[config.mk]
export PLATFORM = sky130hd
export DESIGN_NAME = var_delay
export DESIGN_NICKNAME = d
export VERILOG_FILES = /design/src/rtl/var_delay_pkg.sv /design/src/rtl/var_delay_ram.sv /design/src/rtl/var_delay.sv
export SDC_FILE = /design/constraint.sdc
export NUM_CORES = 1
export LEC_CHECK = 0
export ABC_CLOCK_PERIOD_IN_PS = 9100
export CAP_MARGIN = 15
export CORE_UTILIZATION = 40
export DETAILED_ROUTE_END_ITERATION = 12
export DONT_BUFFER_PORTS = 1
export SETUP_SLACK_MARGIN = 0.05
export SYNTH_ARGS = -nofsm -noshare
export SYNTH_HDL_FRONTEND = slang
export SYNTH_SLANG_ARGS = --single-unit
[constraint.sdc]
create_clock -name clock -period 9.1 [get_ports clock]
set_input_delay 2.275 -clock clock [delete_from_list [all_inputs] [get_ports clock]]
set_output_delay 2.275 -clock clock [all_outputs]
set_load 0.03 [all_outputs]
[src/rtl/var_delay_pkg.sv]
// var_delay_pkg: width and latency-clamp helpers for the programmable delay line.
// VAR_DELAY_ZERO_LAT_EN lowers the minimum latency from 1 to 0 (pass-through).
package var_delay_pkg;
   function automatic int clog2(input int n);
      int r = 1;
      while ((1 << r) < n) r++;
      return r;
   endfunction
   function automatic int lat_width(input int max_lat);
      return clog2(max_lat + 1);
   endfunction
   function automatic int clamp_lat(input int lat, input int max_lat);
`ifdef VAR_DELAY_ZERO_LAT_EN
      return lat > max_lat ? max_lat : lat;
`else
      return lat < 1 ? 1 : lat > max_lat ? max_lat : lat;
`endif
   endfunction
endpackage

[src/rtl/var_delay_ram.sv]
// var_delay_ram: simple dual-port buffer with read-first registered read.
// Only the read register is reset; the array is not.
module var_delay_ram #(
   parameter int WIDTH = 9,
   parameter int DEPTH = 15,
   parameter int AW    = 4
) (
   input  logic             clk_i,
   input  logic             rst_i,
   input  logic             en_i,
   input  logic [AW-1:0]    waddr_i,
   input  logic [AW-1:0]    raddr_i,
   input  logic [WIDTH-1:0] wdata_i,
   output logic [WIDTH-1:0] rdata_o
);
   logic [WIDTH-1:0] mem_q [DEPTH];
   logic [WIDTH-1:0] rdata_q;
   always_ff @(posedge clk_i)
      if (en_i) mem_q[waddr_i] <= wdata_i;
   always_ff @(posedge clk_i)
      if (rst_i) rdata_q <= '0;
      else if (en_i) rdata_q <= mem_q[raddr_i];
   assign rdata_o = rdata_q;
endmodule

[src/rtl/var_delay.sv]
// var_delay: run-time programmable delay line with priming tracking.
// VAR_DELAY_ZERO_LAT_EN enables latency 0 as combinational pass-through.
module var_delay
   import var_delay_pkg::*;
#(
   parameter int BIT_WIDTH   = 8,
   parameter int CHANNELS    = 1,
   parameter int MAX_LATENCY = 16,
   localparam int LAT_W      = lat_width(MAX_LATENCY),
   localparam int DW         = CHANNELS * BIT_WIDTH
) (
   input  logic             clock,
   input  logic             rst,
   input  logic             enable,
   input  logic [LAT_W-1:0] latency,
   input  logic             in_valid,
   input  logic [DW-1:0]    in_data,
   output logic             out_valid,
   output logic [DW-1:0]    out_data,
   output logic             lat_ok
);
   localparam int D  = MAX_LATENCY - 1;
   localparam int PW = clog2(D);
   logic [LAT_W-1:0] lat_req, cur_lat_q, cur_lat_d, fill_q, fill_d;
   logic [PW-1:0]    wp_q, wp_d, ra;
   logic             chg, prime_q, prime_d;
   logic [DW:0]      byp_q, byp_d, rd, sel;
   int               ra_i;
   always_comb begin
      lat_req   = LAT_W'(clamp_lat(int'(latency), MAX_LATENCY));
      chg       = lat_req != cur_lat_q;
      cur_lat_d = enable ? lat_req : cur_lat_q;
      fill_d    = !enable ? fill_q : chg ? '0 : fill_q == cur_lat_q ? fill_q : fill_q + 1'b1;
      // output may go valid once this edge completes L enabled edges since the last restart
      prime_d   = enable ? !chg && (({1'b0, fill_q} + 1'b1) >= {1'b0, cur_lat_q}) : prime_q;
      wp_d      = !enable ? wp_q : wp_q == PW'(D - 1) ? '0 : wp_q + 1'b1;
      byp_d     = enable ? {in_valid, in_data} : byp_q;
      ra_i      = int'(wp_q) + D + 1 - int'(cur_lat_q);
      ra        = PW'(ra_i >= D ? ra_i - D : ra_i);
      sel       = cur_lat_q == LAT_W'(1) ? byp_q : rd;
   end
   always_ff @(posedge clock) begin
      if (rst) begin
         cur_lat_q <= lat_req;
         fill_q    <= '0;
         prime_q   <= 1'b0;
         wp_q      <= '0;
         byp_q     <= '0;
      end else begin
         cur_lat_q <= cur_lat_d;
         fill_q    <= fill_d;
         prime_q   <= prime_d;
         wp_q      <= wp_d;
         byp_q     <= byp_d;
      end
   end
   var_delay_ram #(.WIDTH(DW + 1), .DEPTH(D), .AW(PW)) u_ram (
      .clk_i   (clock),
      .rst_i   (rst),
      .en_i    (enable),
      .waddr_i (wp_q),
      .raddr_i (ra),
      .wdata_i ({in_valid, in_data}),
      .rdata_o (rd)
   );
`ifdef VAR_DELAY_ZERO_LAT_EN
   logic zero;
   assign zero      = cur_lat_q == '0;
   assign out_data  = zero ? in_data : sel[DW-1:0];
   assign out_valid = zero ? in_valid : sel[DW] & prime_q;
   assign lat_ok    = zero | (fill_q == cur_lat_q);
`else
   assign out_data  = sel[DW-1:0];
   assign out_valid = sel[DW] & prime_q;
   assign lat_ok    = fill_q == cur_lat_q;
`endif
endmodule
==> results.md, run 1 <==
* Clock Sinks at roughly 170
* Post-CTS sizing at 0
* Drt first pass iters at 6
* Final TNS setup at 0 ns
* Fin cells at ~870
* FF-to-FF path depth at 12
* Largest net degree at the start of global routing at between 50 and 60
* Cells after DPL at between 800 and 900
* Arrival time worst endpoint at between 5 and 6 ns
* Final Cycle Share at 0.594
* Routed via count at between 5,000 and 6,000
* Total GRT Usage at 0.205
* IO Pins at 27
* Cell Rows at 50
* Fillers at between 1,500 and 2,000
* Crit path kind: reg2reg
* Nets at roughly 650
* Syn_nets at 666
* Total congestion overflow at 0
* Cell Area, Synth at ~7700 um2
* Synth area leaders: edfxtp_1 55%, dfxtp_1 7.3%, o22ai_1 5.5%, nor2_1 2.6%, o221ai_1 2.2%
* Max Root-Sink Buffers at 2
* Diodes inserted at 0
* Initial antenna violation count at 0
* Synth area leader: edfxtp_1
* Design Area, Final at between 8000 and 9000 um2
* Synth Warn # at 0
* Area growth syn-to-layout at 11.0%
* Static Leak at 2.78 nW
* FF-to-FF setup slack at roughly 3.7 ns
* Setup Skew at ~0.0077 ns
* Reg clk slew, reported paths at around 0.070 ns
* Pwr Total at 0.00211 W
* FF/Latch Area at ~4800 um2
* Ys async rst share at 0
* Hold_buf cts at 0
* Die area at 19,700 um2
* Share of Yosys cell area claimed by the top area cell type at 0.549
* TritonCTS clock tree: yes
* Worst Hold Depth at 2
* Post-route ant nets at 0
* First-pass GRT wire length at 29,900 um
* Gpl congestion at 0.884
* Root buffer cell: clkbuf_16
* Hold Crit Class: reg2reg
* VDD IR max at approximately 0.15 mV
* Chip Width at about 140 um
* WP data required at around 9.4 ns
* Final Hold Viols at 0
* Unrepaired setup endpoints after global routing: false
* Crit start category: register
* Max cap viols at 0
* Fmax achieved at around 190 MHz
* Hold Crit Endpoint: byp_q[4]
* Final min period at 5.40 ns
* CORE AREA at between 15,000 and 20,000 um2
* Cell area power density at ~250 nW/um2
* Clk Latency, worst-skew pair at between 0.4 and 0.5 ns
* Post-synth top flop: edfxtp_1
* Avg WL per Cell at ~22 um
* H-tree depth at 4
* #FFs+latches synth at around 170
* Initial core utilization at 0.409
* Synth cell types at slightly below 60
* Post-CTS setup buffer count at 0
* Vias/cell at between 6 and 7
* Post-synth EDFFs at between 100 and 150
* Capturing point of the worst reg2reg path: u_ram.rdata_o[5]
* Hold_sp: byp_q[4]
* Slew headroom at 0.280
* Multi-input gate area at approximately 2700 um2
* CTS buffer count at 17
* Placed Area at slightly below 8000 um2
* Fin. max-slew vios at 0
* Most frequent cell after synthesis: edfxtp_1
* 1st-iter DRT viols at roughly 670
* Worst slew pin tran at between 1 and 1.5 ns
* Layout cell share with drive strength beyond 1 at 0.0895
* Post-Route WL at 19,300 um
* CP Capture Type: register
* Post-DP HPWL at 12,900 um
* Vias in the first global route at roughly 5,200
* Syn Area/Cell at around 12 um2
* PortBufs at 0
* Top post-synthesis cells by count: 140 x edfxtp_1, 67 x o22ai_1, 53 x nor2_1
* CP Max Fanout at 53
* Status: finished, final reports clean
* Post-route DRC at 0
* Height of the die at 140 um
* RR Startpoint: wp_q[0]
* Endpoints failing setup at 0
* Synth Instances at between 600 and 700
* Sequential fraction of the synthesis area at 0.622
-- metal layers --
metal,up-vias,part of all wire,GRT usage
li1,2462,-,-
met1,2685,0.45,0.284
met2,260,0.46,0.322
met3,36,0.071,0.0400
met4,0,0.019,0.0740
met5,-,0,0
-- worst max-delay path: stages, from the launching register on --
cell and delay (ns):
dfxtp_1 0.56, inv_1 0.11, ha_1 0.83, clkinv_1 0.68, ha_1 0.53, o211ai_2 0.31
inv_2 0.10, a211o_1 0.30, buf_4 0.30, nand2_1 0.57, nor2_1 0.27, a2111oi_0 0.56
a22oi_1 0.13
-- cell type report --
type / count / share of cell area
multi-input cells: 417 / 0.317
clock buffers: 17 / 0.0500
repair buffers: 6 / 0.00530
well taps: 234 / 0.0344
clock inverters: 15 / 0.0272
inverters: 14 / 0.00618
flip-flops and latches: 168 / 0.560
-- worst max-delay path by stage --
stage / start / to
3_5_place_dp: wp_q[0] / u_ram.rdata_o[1]
3_3_place_gp: wp_q[0] / u_ram.rdata_o[2]
5_1_grt: wp_q[0] / u_ram.rdata_o[8]
2_1_floorplan: enable / u_ram.mem_q[12][0]
4_1_cts: wp_q[0] / u_ram.rdata_o[2]
6_report: wp_q[0] / u_ram.rdata_o[5]
-- cells by family after synthesis --
family / count (synthesis) / synth area share
AO/OA/AOI/OAI: 174 / 0.156
XOR/XNOR: 16 / 0.0193
adder cells (fa/ha/maj): 12 / 0.0206
buffers and inverters: 52 / 0.0291
flip-flops: 168 / 0.622
multiplexers: 19 / 0.0261
AND/OR/NAND/NOR: 196 / 0.127
-- state kept, by name, summed over array words and instances, names as in the netlist --
register / count
prime_q: 1
byp_q: 9
fill_q: 5
u_ram.rdata_o: 9
u_ram.mem_q: 135
wp_q: 4
cur_lat_q: 5
-- where the power goes --
| part | switching (W) | internal [W] | total [W] | leakage, nW |
|---|---|---|---|---|
| Sequential | 0.0000231 | 0.000862 | 0.000885 | 1.50 |
| Clock | 0.000328 | 0.000473 | 0.000801 | 0.322 |
| Combinational | 0.000286 | 0.000142 | 0.000428 | 0.957 |
-- cell usage in the layout, fill, tap and decap left out, types with 12 or more instances in the layout --
master / synthesis / final
edfxtp_1: 140 / 140
o22ai_1: 67 / 67
nor2_1: 53 / 53
nand2_1: 43 / 43
a21oi_1: 29 / 29
dfxtp_1: 28 / 28
nor3_1: 26 / 25
o221ai_1: 19 / 19
and2_1: 17 / 17
clkbuf_16: 0 / 17
inv_1: 12 / 12
o21ai_0: 12 / 12
-- metrics by stage --
step	util	hold WS [ns]	worst slack, ns
2_1_floorplan	-	0.452	4.82
3_3_place_gp	0.419	0.468	4.08
3_5_place_dp	0.419	0.481	3.73
4_1_cts	0.455	0.497	3.73
5_1_grt	0.455	0.515	3.35
6_report	0.455	0.492	3.70
Power figures use the tool's default switching activity.
==> inputs of run 2 (changes only) <==
--- a/config.mk
+++ b/config.mk
@@ -5,7 +5,7 @@
 export SDC_FILE = /design/constraint.sdc
 export NUM_CORES = 1
 export LEC_CHECK = 0
-export ABC_CLOCK_PERIOD_IN_PS = 9100
+export ABC_CLOCK_PERIOD_IN_PS = 5400
 export CAP_MARGIN = 15
 export CORE_UTILIZATION = 40
 export DETAILED_ROUTE_END_ITERATION = 12
==> constraint.sdc (replaced) <==
create_clock -name clock -period 5.4 [get_ports clock]
set_input_delay 1.35 -clock clock [delete_from_list [all_inputs] [get_ports clock]]
set_output_delay 1.35 -clock clock [all_outputs]
set_load 0.03 [all_outputs]
==> run 2 against run 1 <==
- cell count rose by 0.11%
- design area is 0.59% lower
- register-to-register slack worse by 2.8 ns
- largest power group unchanged
- highest routed layer unchanged
==> results.md, run 2 (same netlist as run 1, synthesis figures left out) <==
* RR Startpoint: wp_q[0] (unchanged)
* Post-route DRC at 0 (unchanged)
* Pwr Total at 0.00344 W (was 0.00211 W)
* Routed via count at 5,276 (was 5,443)
* H-tree depth at 4 (unchanged)
* Crit-path slowest cell: nand2_1 (was ha_1)
* Post-route ant nets at 0 (unchanged)
* Unrepaired setup endpoints after global routing: false (unchanged)
* Max reg flops at 135 (unchanged)
* Worst path buffer plus inverter count at 5 (was 4)
* CP Cell Sequence: inv_1, ha_1, buf_4, clkinv_1, ha_1, o211ai_2, inv_2, a211o_1, buf_4, nand2_1, nor2_1, a2111oi_1, a22oi_2 (was inv_1, ha_1, clkinv_1, ha_1, o211ai_2, inv_2, a211o_1, buf_4, nand2_1, nor2_1, a2111oi_0, a22oi_1)
* Final Cycle Share at 0.838 (was 0.594)
* Fmax achieved at 221 MHz (was 185 MHz)
* TritonCTS clock tree: yes (unchanged)
* Hold Crit Class: reg2reg (unchanged)
* Chip Width at 140 um (unchanged)
* Total congestion overflow at 0 (unchanged)
* Worst setup path start: wp_q[0] (unchanged)
* Drt first pass iters at 6 (unchanged)
* Cells after DPL at 841 (was 839)
* IO Pins at 27 (unchanged)
* Crit path max-delay family: compound AO/OA/AOI/OAI gates (was adder cells)
* Final min period at 4.52 ns (was 5.40 ns)
* Hold_buf cts at 0 (unchanged)
* Post-Route WL at 18,700 um (was 19,300 um)
* Hold WS at 0.492 ns (about the same)
* PortBufs at 0 (unchanged)
* Final TNS setup at 0 ns (unchanged)
* Cell Rows at 50 (unchanged)
* Height of the die at 140 um (unchanged)
* Crit. path cell count at 13 (was 12)
* CP Max Fanout at 53 (unchanged)
* Worst slew pin tran at 1.12 ns (was 1.08 ns)
* Status: finished, final reports clean (unchanged)
* Clock Sinks at 168 (unchanged)
* Hold_sp: byp_q[5] (was byp_q[4])
* Slew headroom at 0.249 (was 0.280)
* CP Capture Point: u_ram.rdata_o[2] (was u_ram.rdata_o[5])
* FF-to-FF setup slack at 0.88 ns (was 3.70 ns)
* Reg clk slew, reported paths at 0.06 ns (was 0.07 ns)
* CORE AREA at 18,700 um2 (unchanged)
* Max incr delay on CP at 0.62 ns (was 0.83 ns)
* Fin cells at 872 (was 871)
* Largest net degree at the start of global routing at 54 (unchanged)
* Post-CTS sizing at 0 (unchanged)
* Final Hold Viols at 0 (unchanged)
* Commonest non-fill, non-tap cells in the layout: 140 x edfxtp_1, 67 x o22ai_1, 53 x nor2_1, 43 x nand2_1, 29 x a21oi_1 (unchanged)
* Area growth syn-to-layout at 10.4% (was 11.0%)
* Crit start category: register (unchanged)
* Root buffer cell: clkbuf_16 (unchanged)
* Avg WL per Cell at 21.5 um (was 22.2 um)
* Post-DP HPWL at 12,800 um (was 12,900 um)
* Crit path kind: reg2reg (unchanged)
* Arrival time worst endpoint at 4.80 ns (was 5.70 ns)
* Post-CTS setup buffer count at 0 (unchanged)
* FF-to-FF path depth at 13 (was 12)
* Fin. max-slew vios at 0 (unchanged)
* Fillers at 1,668 (was 1,640)
* Clk Latency, worst-skew pair at 0.43 ns (was 0.44 ns)
* First-pass GRT wire length at 29,300 um (was 29,900 um)
* Cell area power density at 407 nW/um2 (was 249 nW/um2)
* VDD IR max at 0.272 mV (was 0.146 mV)
* Multi-input gate area at 2700 um2 (was 2690 um2)
* Vias in the first global route at 5,011 (was 5,203)
* Total GRT Usage at 0.199 (was 0.205)
* Capturing point of the worst reg2reg path: u_ram.rdata_o[2] (was u_ram.rdata_o[5])
* Setup Skew at 0.0100 ns (was 0.00766 ns)
* Max Root-Sink Buffers at 2 (unchanged)
* Nets at 655 (was 653)
* Initial core utilization at 0.409 (unchanged)
* WP data required at 5.68 ns (was 9.40 ns)
* Die area at 19,700 um2 (unchanged)
* Max cap viols at 0 (unchanged)
* Endpoints failing setup at 0 (unchanged)
* 1st-iter DRT viols at 553 (was 669)
* Pre-CTS setup slack at 0.904 ns (was 3.73 ns)
* Initial antenna violation count at 0 (unchanged)
* Register with the most flip-flops: u_ram.mem_q (unchanged)
* Layout cell share with drive strength beyond 1 at 0.0893 (was 0.0895)
* FF/Latch Area at 4760 um2 (unchanged)
* PnR worst setup slack at 0.877 ns (was 3.70 ns)
* CTS buffer count at 17 (unchanged)
* Commonest non-fill, non-tap cell in the layout: edfxtp_1 (unchanged)
* Static Leak at 2.75 nW (was 2.78 nW)
* Vias/cell at 6.05 (was 6.25)
* Diodes inserted at 0 (unchanged)
* CP Capture Type: register (unchanged)
* Gpl congestion at 0.860 (was 0.884)
-- run 2: cell type report --
type	count	share of cell area
multi-input cells	417	0.319
clock inverters	11	0.0166
repair buffers	8	0.00710
clock buffers	20	0.0528
inverters	14	0.00622
flip-flops and latches	168	0.564
well taps	234	0.0346
-- run 2: worst min-delay path by stage --
stage / endpoint / slack (ns) / cells after the start
4_1_cts: byp_q[5] / 0.50 / 2
5_1_grt: byp_q[6] / 0.52 / 2
3_5_place_dp: byp_q[5] / 0.48 / 2
3_3_place_gp: byp_q[4] / 0.47 / 2
6_report: byp_q[5] / 0.49 / 2
2_1_floorplan: prime_q / 0.45 / 2
-- run 2: tightest hold or removal path, delay by kind of cell, from the launching register on --
family | cells | cell delay [ns]
flops | 1 | 0.32
simple gates | 1 | 0.07
mux | 1 | 0.06
-- run 2: metal layers --
layer  GRT usage  vias to the layer above  part of all wire
li1            -                     2468                 -
met1       0.284                     2594              0.46
met2       0.310                      193              0.47
met3      0.0318                       21             0.057
met4      0.0642                        0             0.015
met5           0                        -                 0
-- run 2: metrics by stage --
step,area [um2],util
after detailed placement,7870,0.421
after global placement,7870,0.421
after global routing,8450,0.452
final,8450,0.452
after floorplan,7660,-
after CTS,8450,0.452
-- run 2: report_power, final --
group | leakage, nW | internal, W | switching, W
clock | 0.282 | 0.000702 | 0.000514
combinational | 0.969 | 0.000245 | 0.000485
sequential | 1.50 | 0.00145 | 0.0000406
total | 2.75 | 0.00240 | 0.00104
